### src/rtl/dv_mon_pkg.sv
// Shared encodings for the checkpoint monitor: FSM states, fail codes, stage kinds.
package dv_mon_pkg;

    typedef enum logic [1:0] {
        ST_IDLE = 2'd0,
        ST_WAIT = 2'd1,
        ST_PASS = 2'd2,
        ST_FAIL = 2'd3
    } state_e;

    typedef enum logic [1:0] {
        FC_NONE     = 2'd0,
        FC_TIMEOUT  = 2'd1,
        FC_MISMATCH = 2'd2
    } fail_code_e;

    localparam logic KIND_TAG = 1'b0;
    localparam logic KIND_MEM = 1'b1;

endpackage

### src/rtl/dv_checkpoint_monitor_if.sv
// Observed DUT activity: GPIO checkbit field plus the data-RAM write port.
interface dv_checkpoint_monitor_if #(
    parameter int TAG_W  = 16,
    parameter int ADDR_W = 32,
    parameter int DATA_W = 32
);
    logic [TAG_W-1:0]  checkbits;
    logic              mem_we;
    logic [ADDR_W-1:0] mem_addr;
    logic [DATA_W-1:0] mem_wdata;

    modport master (output checkbits, mem_we, mem_addr, mem_wdata);
    modport slave  (input  checkbits, mem_we, mem_addr, mem_wdata);
endinterface

### src/rtl/dv_mon_watchdog.sv
// Cycle counter with clear/enable; holds its value when enable drops (freeze).
module dv_mon_watchdog #(
    parameter int CNT_W          = 32,
    parameter int TIMEOUT_CYCLES = 220000
) (
    input  logic             clk,
    input  logic             rst,
    input  logic             clr,
    input  logic             en,
    output logic [CNT_W-1:0] cnt,
    output logic             expire
);
    logic [CNT_W-1:0] cnt_q, cnt_d;

    always_comb begin
        cnt_d = cnt_q;
        if (clr)     cnt_d = '0;
        else if (en) cnt_d = cnt_q + CNT_W'(1);
    end

    always_ff @(posedge clk) begin
        if (rst) cnt_q <= '0;
        else     cnt_q <= cnt_d;
    end

    // >= rather than == so a late stage advance past the deadline still times out
    assign expire = (cnt_q >= CNT_W'(TIMEOUT_CYCLES - 1));
    assign cnt    = cnt_q;
endmodule

### src/rtl/dv_checkpoint_monitor.sv
// Ordered checkpoint sequencer: walks NUM_STAGES tag / RAM-write events under a watchdog.
module dv_checkpoint_monitor
    import dv_mon_pkg::*;
#(
    parameter int NUM_STAGES     = 4,
    parameter int TAG_W          = 16,
    parameter int ADDR_W         = 32,
    parameter int DATA_W         = 32,
    parameter int TIMEOUT_CYCLES = 220000,
    parameter int CNT_W          = 32,
    parameter bit STRICT         = 1'b1,
    localparam int SW            = $clog2(NUM_STAGES + 1)
) (
    input  logic                         wb_clk_i,
    input  logic                         wb_rst_i,
    input  logic                         start,
    input  logic                         clear,
    dv_checkpoint_monitor_if.slave       obs,
    input  logic [NUM_STAGES-1:0]        stage_kind,
    input  logic [NUM_STAGES*TAG_W-1:0]  exp_tag,
    input  logic [NUM_STAGES*ADDR_W-1:0] exp_addr,
    input  logic [NUM_STAGES*DATA_W-1:0] exp_data,
    output logic                         busy,
    output logic                         done,
    output logic                         pass,
    output logic [1:0]                   fail_code,
    output logic [SW-1:0]                stage,
    output logic [CNT_W-1:0]             cycles
);
    state_e           state_q, state_d;
    fail_code_e       fail_code_q, fail_code_d;
    logic [SW-1:0]    stage_q, stage_d;

    logic             cur_kind;
    logic [TAG_W-1:0] cur_tag;
    logic [ADDR_W-1:0] cur_addr;
    logic [DATA_W-1:0] cur_data;
    logic             addr_hit, hit, mismatch;
    logic             wd_clr, wd_en, wd_expire;

    // Select the current stage's expectations; out-of-range stage selects stage 0 (unused then)
    always_comb begin
        cur_kind = stage_kind[0];
        cur_tag  = exp_tag[TAG_W-1:0];
        cur_addr = exp_addr[ADDR_W-1:0];
        cur_data = exp_data[DATA_W-1:0];
        for (int i = 1; i < NUM_STAGES; i++) begin
            if (stage_q == SW'(i)) begin
                cur_kind = stage_kind[i];
                cur_tag  = exp_tag[i*TAG_W +: TAG_W];
                cur_addr = exp_addr[i*ADDR_W +: ADDR_W];
                cur_data = exp_data[i*DATA_W +: DATA_W];
            end
        end
    end

    always_comb begin
        addr_hit = obs.mem_we && (obs.mem_addr == cur_addr);
        if (cur_kind == KIND_TAG) begin
            hit      = (obs.checkbits == cur_tag);
            mismatch = 1'b0;
        end else begin
            hit      = addr_hit && (obs.mem_wdata == cur_data);
            mismatch = STRICT && addr_hit && (obs.mem_wdata != cur_data);
        end
    end

    // State register
    always_ff @(posedge wb_clk_i) begin
        if (wb_rst_i) begin
            state_q     <= ST_IDLE;
            fail_code_q <= FC_NONE;
            stage_q     <= '0;
        end else begin
            state_q     <= state_d;
            fail_code_q <= fail_code_d;
            stage_q     <= stage_d;
        end
    end

    // Next state: clear > mismatch > match > timeout
    always_comb begin
        state_d     = state_q;
        fail_code_d = fail_code_q;
        stage_d     = stage_q;
        if (clear) begin
            state_d     = ST_IDLE;
            fail_code_d = FC_NONE;
            stage_d     = '0;
        end else begin
            case (state_q)
                ST_IDLE: if (start) begin
                    state_d     = ST_WAIT;
                    fail_code_d = FC_NONE;
                    stage_d     = '0;
                end
                ST_WAIT: begin
                    if (mismatch) begin
                        state_d     = ST_FAIL;
                        fail_code_d = FC_MISMATCH;
                    end else if (hit) begin
                        stage_d = stage_q + SW'(1);
                        if (stage_q == SW'(NUM_STAGES - 1)) state_d = ST_PASS;
                    end else if (wd_expire) begin
                        state_d     = ST_FAIL;
                        fail_code_d = FC_TIMEOUT;
                    end
                end
                default: ;
            endcase
        end
    end

    // Outputs
    always_comb begin
        busy = (state_q == ST_WAIT);
        done = (state_q == ST_PASS) || (state_q == ST_FAIL);
        pass = (state_q == ST_PASS);
    end

    assign fail_code = fail_code_q;
    assign stage     = stage_q;

    // Counter only advances while staying in WAIT, so it freezes on the exit edge
    assign wd_clr = clear || (state_q == ST_IDLE);
    assign wd_en  = (state_q == ST_WAIT) && (state_d == ST_WAIT);

    dv_mon_watchdog #(
        .CNT_W          (CNT_W),
        .TIMEOUT_CYCLES (TIMEOUT_CYCLES)
    ) u_watchdog (
        .clk    (wb_clk_i),
        .rst    (wb_rst_i),
        .clr    (wd_clr),
        .en     (wd_en),
        .cnt    (cycles),
        .expire (wd_expire)
    );
endmodule

### src/flat_wrapper.sv
// flat-port wrapper written by rule: the top's interface ports become plain ports
module dv_checkpoint_monitor_flat import dv_mon_pkg::*;
#(
    parameter int NUM_STAGES     = 4,
    parameter int TAG_W          = 16,
    parameter int ADDR_W         = 32,
    parameter int DATA_W         = 32,
    parameter int TIMEOUT_CYCLES = 220000,
    parameter int CNT_W          = 32,
    parameter bit STRICT         = 1'b1,
    localparam int SW            = $clog2(NUM_STAGES + 1)
)
  (wb_clk_i, wb_rst_i, start, clear, stage_kind, exp_tag, exp_addr, exp_data, busy, done, pass, fail_code, stage, cycles, obs_checkbits, obs_mem_we, obs_mem_addr, obs_mem_wdata);
  dv_checkpoint_monitor_if #(.TAG_W(TAG_W), .ADDR_W(ADDR_W), .DATA_W(DATA_W)) obs_i ();
  input  logic wb_clk_i;
  input  logic wb_rst_i;
  input  logic start;
  input  logic clear;
  input  logic [NUM_STAGES-1:0] stage_kind;
  input  logic [NUM_STAGES*TAG_W-1:0] exp_tag;
  input  logic [NUM_STAGES*ADDR_W-1:0] exp_addr;
  input  logic [NUM_STAGES*DATA_W-1:0] exp_data;
  output logic busy;
  output logic done;
  output logic pass;
  output logic [1:0] fail_code;
  output logic [SW-1:0] stage;
  output logic [CNT_W-1:0] cycles;
  input wire logic [$bits(obs_i.checkbits)-1:0] obs_checkbits;
  input wire logic [$bits(obs_i.mem_we)-1:0] obs_mem_we;
  input wire logic [$bits(obs_i.mem_addr)-1:0] obs_mem_addr;
  input wire logic [$bits(obs_i.mem_wdata)-1:0] obs_mem_wdata;
  assign obs_i.checkbits = obs_checkbits;
  assign obs_i.mem_we = obs_mem_we;
  assign obs_i.mem_addr = obs_mem_addr;
  assign obs_i.mem_wdata = obs_mem_wdata;
  dv_checkpoint_monitor #(.NUM_STAGES(NUM_STAGES), .TAG_W(TAG_W), .ADDR_W(ADDR_W), .DATA_W(DATA_W), .TIMEOUT_CYCLES(TIMEOUT_CYCLES), .CNT_W(CNT_W), .STRICT(STRICT)) u_core (.wb_clk_i(wb_clk_i), .wb_rst_i(wb_rst_i), .start(start), .clear(clear), .obs(obs_i), .stage_kind(stage_kind), .exp_tag(exp_tag), .exp_addr(exp_addr), .exp_data(exp_data), .busy(busy), .done(done), .pass(pass), .fail_code(fail_code), .stage(stage), .cycles(cycles));
endmodule
### config.mk
export PLATFORM = sky130hd
export DESIGN_NAME = dv_checkpoint_monitor_flat
export DESIGN_NICKNAME = d
export VERILOG_FILES = /design/src/rtl/dv_mon_pkg.sv /design/src/rtl/dv_checkpoint_monitor_if.sv /design/src/rtl/dv_mon_watchdog.sv /design/src/rtl/dv_checkpoint_monitor.sv /design/src/flat_wrapper.sv
export SDC_FILE = /design/constraint.sdc
export NUM_CORES = 1
export LEC_CHECK = 0
export ABC_AREA = 1
export BUFFER_PORTS_ARGS = -buffer_cell sky130_fd_sc_hd__buf_4
export CELL_PAD_IN_SITES_DETAIL_PLACEMENT = 2
export CELL_PAD_IN_SITES_GLOBAL_PLACEMENT = 2
export CORE_MARGIN = 3
export CORE_UTILIZATION = 18
export CTS_CLUSTER_DIAMETER = 100
export DETAILED_ROUTE_END_ITERATION = 10
export PLACE_DENSITY_LB_ADDON = 0.1
export SLEW_MARGIN = 20
export SYNTH_ARGS = -nofsm -noshare
export SYNTH_HDL_FRONTEND = slang
export SYNTH_SLANG_ARGS = --single-unit
### constraint.sdc
create_clock -name wb_clk_i -period 3.3 [get_ports wb_clk_i]
set_input_delay 0.33 -clock wb_clk_i [delete_from_list [all_inputs] [get_ports wb_clk_i]]
set_output_delay 0.33 -clock wb_clk_i [all_outputs]
set_load 0.05 [all_outputs]
# [After elaboration in Yosys (flattened, before gate mapping)]
# Index checks and enable logic that the tools add are counted.
[classes] n_mul=0 n_mux=30 n_shift=0 bitwise=0 magnitude_cmp=1 div_mod_pow=0 addsub=2 reduce_logical=12 eq_ne=16
[op_table] cell="$mux W32" count=6
[op_table] cell="$eq A32 B32 Y1" count=2
[op_table] cell="$mux W16" count=3
[op_table] cell="$add A32 B1 Y32 const B" count=1
[op_table] cell="$ge A32 B18 Y1 const B" count=1
[op_table] cell="$ne A32 B32 Y1" count=1
[op_table] cell="$mux W2" count=10
[op_table] cell="$eq A16 B16 Y1" count=1
[op_table] cell="$mux W3" count=3
[op_table] cell="$pmux W2 S2" count=2
[op_table] cell="$reduce_and A4 Y1" count=2
[op_table] cell="$eq A3 B2 Y1 const B" count=2
[op_table] cell="$pmux W3 S2" count=1
[op_table] cell="$mux W1" count=5
[op_table] cell="$eq A2 B1 Y1 const B" count=2
[op_table] cell="$eq A2 B2 Y1 const B" count=2
[op_table] cell="$logic_and A1 B1 Y1" count=4
[op_table] cell="$ne A2 B2 Y1 const B" count=2
[op_table] cell="$reduce_or A2 Y1" count=2
[op_table] cell="$add A3 B1 Y3 const B" count=1
[op_table] cell="$eq A3 B1 Y1 const B" count=1
[op_table] cell="$ne A3 B1 Y1 const B" count=1
[op_table] cell="$ne A3 B3 Y1 const B" count=1
[op_table] cell="$logic_not A2 Y1" count=1
[op_table] cell="other kinds (3)" count=4
[totals] latchBits=0 mem_count=0 wordCells=65 rom_bits=0 register_bits=39 mem_bits_rw=0

# [Logic depth before layout (Yosys ltp)]
[logic_depth] word_depth=14 ltp_mapped=28

# [Modules after synthesis]
# Synthesis repeated with hierarchy kept, for this count alone.
[unflattened] cells_unflattened=1582 hier_area_um2=7601.0
[by_module_without_submodules] module="dv_checkpoint_monitor" seq_area_each_um2=140.1 area_each_um2=5760.5 cells_per_inst=1295 n_inst=1
[by_module_without_submodules] module="dv_mon_watchdog" seq_area_each_um2=640.6 area_each_um2=1840.5 cells_per_inst=287 n_inst=1

# [Worst setup path before layout]
# Ideal clock, no wire load.
[synth_path] path_type="reg2reg" from="reg u_core.stage_q[2] (netlist: u_core.stage[2])" to="reg u_core.u_watchdog.cnt_q[30] (netlist: u_core.u_watchdog.cnt[30])" setup_ps=71 slack_ps=-144 stages_incl_launch_ff=26 arrival_ps=3373 path_cell_list="dfxtp_1 > inv_2 > buf_6 > buf_2 > ha_1 > inv_2 > buf_2 > buf_2 > nand2_1 > o21bai_1 > nand2_1 > nand2_1 > nand2_1 > nand2_1 > nor2_1 > nand3_1 > nor2_2 > inv_1 > nor2_2 > nor2_8 > nand3_4 > nand2_4 > buf_6 > nand3_1 > nand2_1 > a21oi_1"
[synth_between] elab_chain_cells=14 elab_cells_between_ends=31 cone_classes="eq/ne (8); mux (19); reduce/logical (4)"
[synth_rtl] element="start, declared" line_no="dv_checkpoint_monitor.sv:32" rtl="logic [SW-1:0] stage_q, stage_d;"
[synth_rtl] element="start signal, assigned" line_no="dv_checkpoint_monitor.sv:77" rtl="stage_q <= stage_d;"
[synth_rtl] element="$eq A3 B1 Y1" line_no="dv_checkpoint_monitor.sv:48" rtl="if (stage_q == SW'(i)) begin"
[synth_rtl] element="$mux W32 (3 in series)" line_no="dv_checkpoint_monitor.sv:48"
[synth_rtl] element="$eq A32 B32 Y1" line_no="dv_checkpoint_monitor.sv:58" rtl="addr_hit = obs.mem_we && (obs.mem_addr == cur_addr);"
[synth_rtl] element="$logic_and A1 B1 Y1" line_no="dv_checkpoint_monitor.sv:58"
[synth_rtl] element="$logic_and A1 B1 Y1" line_no="dv_checkpoint_monitor.sv:63" rtl="hit = addr_hit && (obs.mem_wdata == cur_data);"
[synth_rtl] element="$mux W1" line_no="dv_checkpoint_monitor.sv:59" rtl="if (cur_kind == KIND_TAG) begin"
[synth_rtl] element="$mux W2" line_no="dv_checkpoint_monitor.sv:101" rtl="end else if (hit) begin"
[synth_rtl] element="$mux W2 (*)" line_no="dv_checkpoint_monitor.sv:98" rtl="if (mismatch) begin"
[synth_rtl] element="$pmux W2 S2 (*)" line_no="dv_checkpoint_monitor.sv:91" rtl="case (state_q)"
[synth_rtl] element="$mux W2 (*)" line_no="dv_checkpoint_monitor.sv:86" rtl="if (clear) begin"
[synth_rtl] element="$eq A2 B1 Y1 (*)" line_no="dv_checkpoint_monitor.sv:126" rtl="assign wd_en = (state_q == ST_WAIT) && (state_d == ST_WAIT);"
[synth_rtl] element="$logic_and A1 B1 Y1 (*)" line_no="dv_checkpoint_monitor.sv:126"
[synth_rtl] element="end signal, assigned" line_no="dv_mon_watchdog.sv:23" rtl="else cnt_q <= cnt_d;"
[synth_rtl] element="end, declared" line_no="dv_mon_watchdog.sv:13" rtl="logic [CNT_W-1:0] cnt_q, cnt_d;"
# Every way passes the cells marked *; elsewhere a longest branch is shown, timed or not.
# A chain may end at the register's enable or synchronous reset.

# [Final worst setup path]
[layout_path] from="reg u_core.stage_q[1] (netlist: u_core.stage[1])" to="reg u_core.u_watchdog.cnt_q[2] (netlist: u_core.u_watchdog.cnt[2])"
# The elaborated chain is that of the path after synthesis.

==> summary.md <==
| Metric | Value |
|---|---|
| Final period util | `98.1%` |
| CTS buffer count | `5` |
| Startpoint types | `register` |
| Most used cell, CP | `nand2_1` |
| Ys flop type | `dfxtp_1` |
| Final HPWL DP | `46900 um` |
| Static leakage | `0.00763 uW` |
| Multi-input logic area | `6290 sq um` |
| Sink Count | `39` |
| Fmax | `0.309 GHz` |
| P_sw | `924 uW` |
| Sw Ratio | `37.8%` |
| Worst hold path startpoint | `wb_rst_i` |
| Clock power share | `24.1%` |
| Setup slack, reg-to-reg | `0.06 ns` |
| # DRC | `0` |
| Setup Viol. Count Final | `0` |
| Cell area after synthesis | `8040 sq um` |
| Die Area | `47300 sq um` |
| Seq/Total Area, Yosys | `9.71%` |
| Post-Syn Instances | `1702` |
| Final hold viol count | `0` |
| Routed vias | `12900` |
| Core Region | `43600 sq um` |
| DR pass1 iterations | `4` |
| Most common cell in the netlist | `nand2_1` |
| Die height | `217 um` |
| Crit Path Max Fanout | `5` |
| Library cells used by synthesis | `40` |
| Slew Limit Fails | `0` |
| Worst r2r src | `u_core.stage[1]` |
| Layout fillers | `5522` |
| Slowest cell on the critical path | `dfxtp_4` |
| Die width | `217 um` |
| Worst-path cell chain | `inv_2 -> ha_4 -> inv_4 -> nor2_4 -> buf_6 -> clkbuf_16 -> nand2_1 -> nand3_1 -> nand2_1 -> nand2_1 -> nand2_1 -> nand2_2 -> nand2_1 -> nor2_2 -> nand2_1 -> nor2_2 -> nand2_2 -> a21oi_2 -> nand3_2 -> buf_4 -> nand4_4 -> buf_4 -> nor2_2 -> nor3_1` |
| Buffers on Ports | `448` |
| Cts hold-fix bufs | `0` |
| Vias/cell | `4.57` |
| Final #Nets | `2637` |
| CTS tree | `done` |
| Setup crit end kind | `register` |
| Largest stage delay on the critical path | `0.37 ns` |
| Gp weighted congestion | `0.854` |
| Yosys top cell by area | `nand2_1` |
| Sequential power share | `19.4%` |
| Congestion Overflow GR | `0` |
| Critical Path RT | `3.50 ns` |
| Initial Utilization | `18.4%` |
| Layout cells sized above 1 | `33.3%` |
| Worst setup path category | `reg2reg` |
| Initial antenna violation count | `3` |
| Register Area | `790 sq um` |
| Vias in the first global route | `13800` |
| Antenna violation net count after detailed routing | `0` |
| Buf+Inv Stages, Crit Path | `6` |
| Top delay family on crit path | `simple AND/OR/NAND/NOR gates` |
| Most instantiated cells after synthesis | `nand2_1, nand3_1, inv_1` |
| Status | `complete, no violations` |
| Htree depth | `2` |
| Top cell type's share of synthesized area | `33.8%` |
| Final setup TNS | `0 ns` |
| CP arrival | `3.44 ns` |
| Yosys warns | `0` |
| Number of enable flip-flop cells after synthesis | `0` |
| Slew of the pin with the lowest slew margin | `0.763 ns` |
| Pwr Density | `177 nW/um^2` |
| Max_cap viols | `0` |
| Logic pwr share | `56.5%` |
| Relative slew slack | `48.7%` |
| Clock Tree Buf Depth | `2` |
| Drt initial violations | `536` |
| Area delta synth->final | `71.7%` |
| Unrepaired setup endpoints after global routing | `true` |
| Largest net degree at the start of global routing | `45` |
| Hold depth | `4` |
| CP startpoint | `u_core.stage[1]` |
| Mapped Nets | `2116` |
| WHS Endpoint | `u_core.stage[0]` |
| Clock transition at path regs | `0.06 ns` |
| Worst skew pair latency | `0.29 ns` |
| Peak supply drop | `0.182 mV` |
| R2R cell count | `24` |
| Fin worst setup slack | `0.0632 ns` |
| Rows | `76` |
| Mean Syn Cell Area | `4.73 sq um` |
| Final WL | `56400 um` |
| Min Tclk post-route | `3.24 ns` |
| Synth area leaders | `nand2_1, nand3_1, inv_1` |
| Asr flop ratio synth | `0%` |
| Wire per inst | `20.1 um` |
| Final Skew | `0.00629 ns` |
| Int Pwr | `1520 uW` |
| Synth Register Bits | `39` |
| Worst R2R End | `u_core.u_watchdog.cnt[2]` |
| First-pass GRT wire length | `81500 um` |
| Root buffer cell | `clkbuf_16` |
| Post-place setup slack | `-0.322 ns` |
| HP Class | `in2reg` |
| Total GRT Usage | `22.2%` |
| Worst Hold Slack | `0.353 ns` |
| Io pins | `449` |
==> repair_timing <==
item	in CTS	in global routing
buffers inserted	4	19
resized for setup	32	103
setup endpoints to repair	37	37
pin swaps	5	36
cloned	1	6
endpoints found under the hold margin	0	0
==> sequential cells by signal, summed over array words and instances (netlist names) <==
| name | flops |
|---|---|
| u_core.u_watchdog.cnt | 32 |
| u_core.stage | 3 |
| u_core.fail_code | 2 |
| u_core.state_q | 2 |
==> cell type report <==
| cell class | count | share of cell area [%] |
|---|---|---|
| diodes | 2 | 0.0362 |
| repair buffers | 579 | 34.6 |
| clock inverters | 2 | 0.254 |
| multi-input cells | 1324 | 45.5 |
| flip-flops and latches | 39 | 5.72 |
| well taps | 585 | 5.30 |
| clock buffers | 6 | 1.01 |
| inverters | 274 | 7.52 |
==> worst reg2reg max path, stage by stage, from the launching register on <==
cell       delay, ns
dfxtp_4         0.37
inv_2           0.07
ha_4            0.21
inv_4           0.05
nor2_4          0.11
buf_6           0.16
clkbuf_16       0.17
nand2_1         0.05
nand3_1         0.07
nand2_1         0.09
nand2_1         0.08
nand2_1         0.06
nand2_2         0.08
nand2_1         0.09
nor2_2          0.16
nand2_1         0.10
nor2_2          0.10
nand2_2         0.11
a21oi_2         0.18
nand3_2         0.12
buf_4           0.17
nand4_4         0.17
buf_4           0.16
nor2_2          0.04
nor3_1          0.19
==> logic make-up after synthesis <==
group | share of synthesized area [%]
buffers and inverters | 17.4
adders and majority gates | 0.778
AOI/OAI and AO/OA | 5.29
and+or+nand+nor | 66.6
xor gates and xnor gates | 0.218
DFF | 9.71
==> per-layer routing <==
metal	share of wire, %	routed length [um]	track usage [%]	vias up
li1	-	-	-	6308
met1	44	25100	27.9	6240
met2	50	28200	40.9	266
met3	4.1	2330	3.11	36
met4	1.4	816	3.24	2
met5	0.018	10	0	-
==> worst max path at each step <==
stage	slack (ns)	end	depth (start not counted)
floorplan	0.08	u_core.u_watchdog.cnt[30]	25
global placement	-0.16	u_core.u_watchdog.cnt[29]	21
detailed placement	-0.32	u_core.u_watchdog.cnt[29]	21
CTS	0.01	u_core.u_watchdog.cnt[2]	22
global route	-0.16	u_core.u_watchdog.cnt[24]	27
finish	0.06	u_core.u_watchdog.cnt[2]	24
==> through the flow <==
| stage | std cells | total power [uW] | cell area, sq um | util [%] |
|---|---|---|---|---|
| floorplan | 1702 | 1040 | 8050 | - |
| global placement | 2771 | 1750 | 12800 | 29.3 |
| detailed placement | 2771 | 1790 | 12800 | 29.3 |
| CTS | 2784 | 2400 | 13100 | 30.1 |
| global route | 2811 | 2640 | 13800 | 31.6 |
| finish | 2811 | 2440 | 13800 | 31.6 |
==> cell usage in the layout, fill, tap and decap left out, drive strengths merged <==
master / netlist / final
nor4: 7 / 7
xnor2: 1 / 1
or2: 30 / 30
bufinv: 0 / 1
and3: 1 / 1
nand2: 728 / 728
ha: 5 / 5
a311oi: 1 / 1
nor3b: 1 / 1
a21boi: 2 / 2
a21oi: 17 / 17
o21ai: 46 / 46
o211ai: 2 / 2
bufbuf: 0 / 1
clkinv: 5 / 6
nor3: 16 / 16
inv: 269 / 269
o21bai: 7 / 7
diode: 0 / 2
o311ai: 1 / 1
clkbuf: 19 / 11
nand4: 37 / 37
nand3: 261 / 261
dfxtp: 39 / 39
nor2: 139 / 139
nand3b: 20 / 20
a31oi: 1 / 1
buf: 46 / 573
xor2: 1 / 1
==> power by group through the flow <==
| stage | clock network, uW | registers (uW) | logic (uW) |
|---|---|---|---|
| after floorplan | 0 | 491 | 550 |
| after detailed placement | 0 | 486 | 1300 |
| after CTS | 606 | 475 | 1320 |
| final | 588 | 475 | 1380 |
| after global placement | 0 | 485 | 1270 |
| after global routing | 630 | 475 | 1540 |
(Power assumes the default switching activity.)
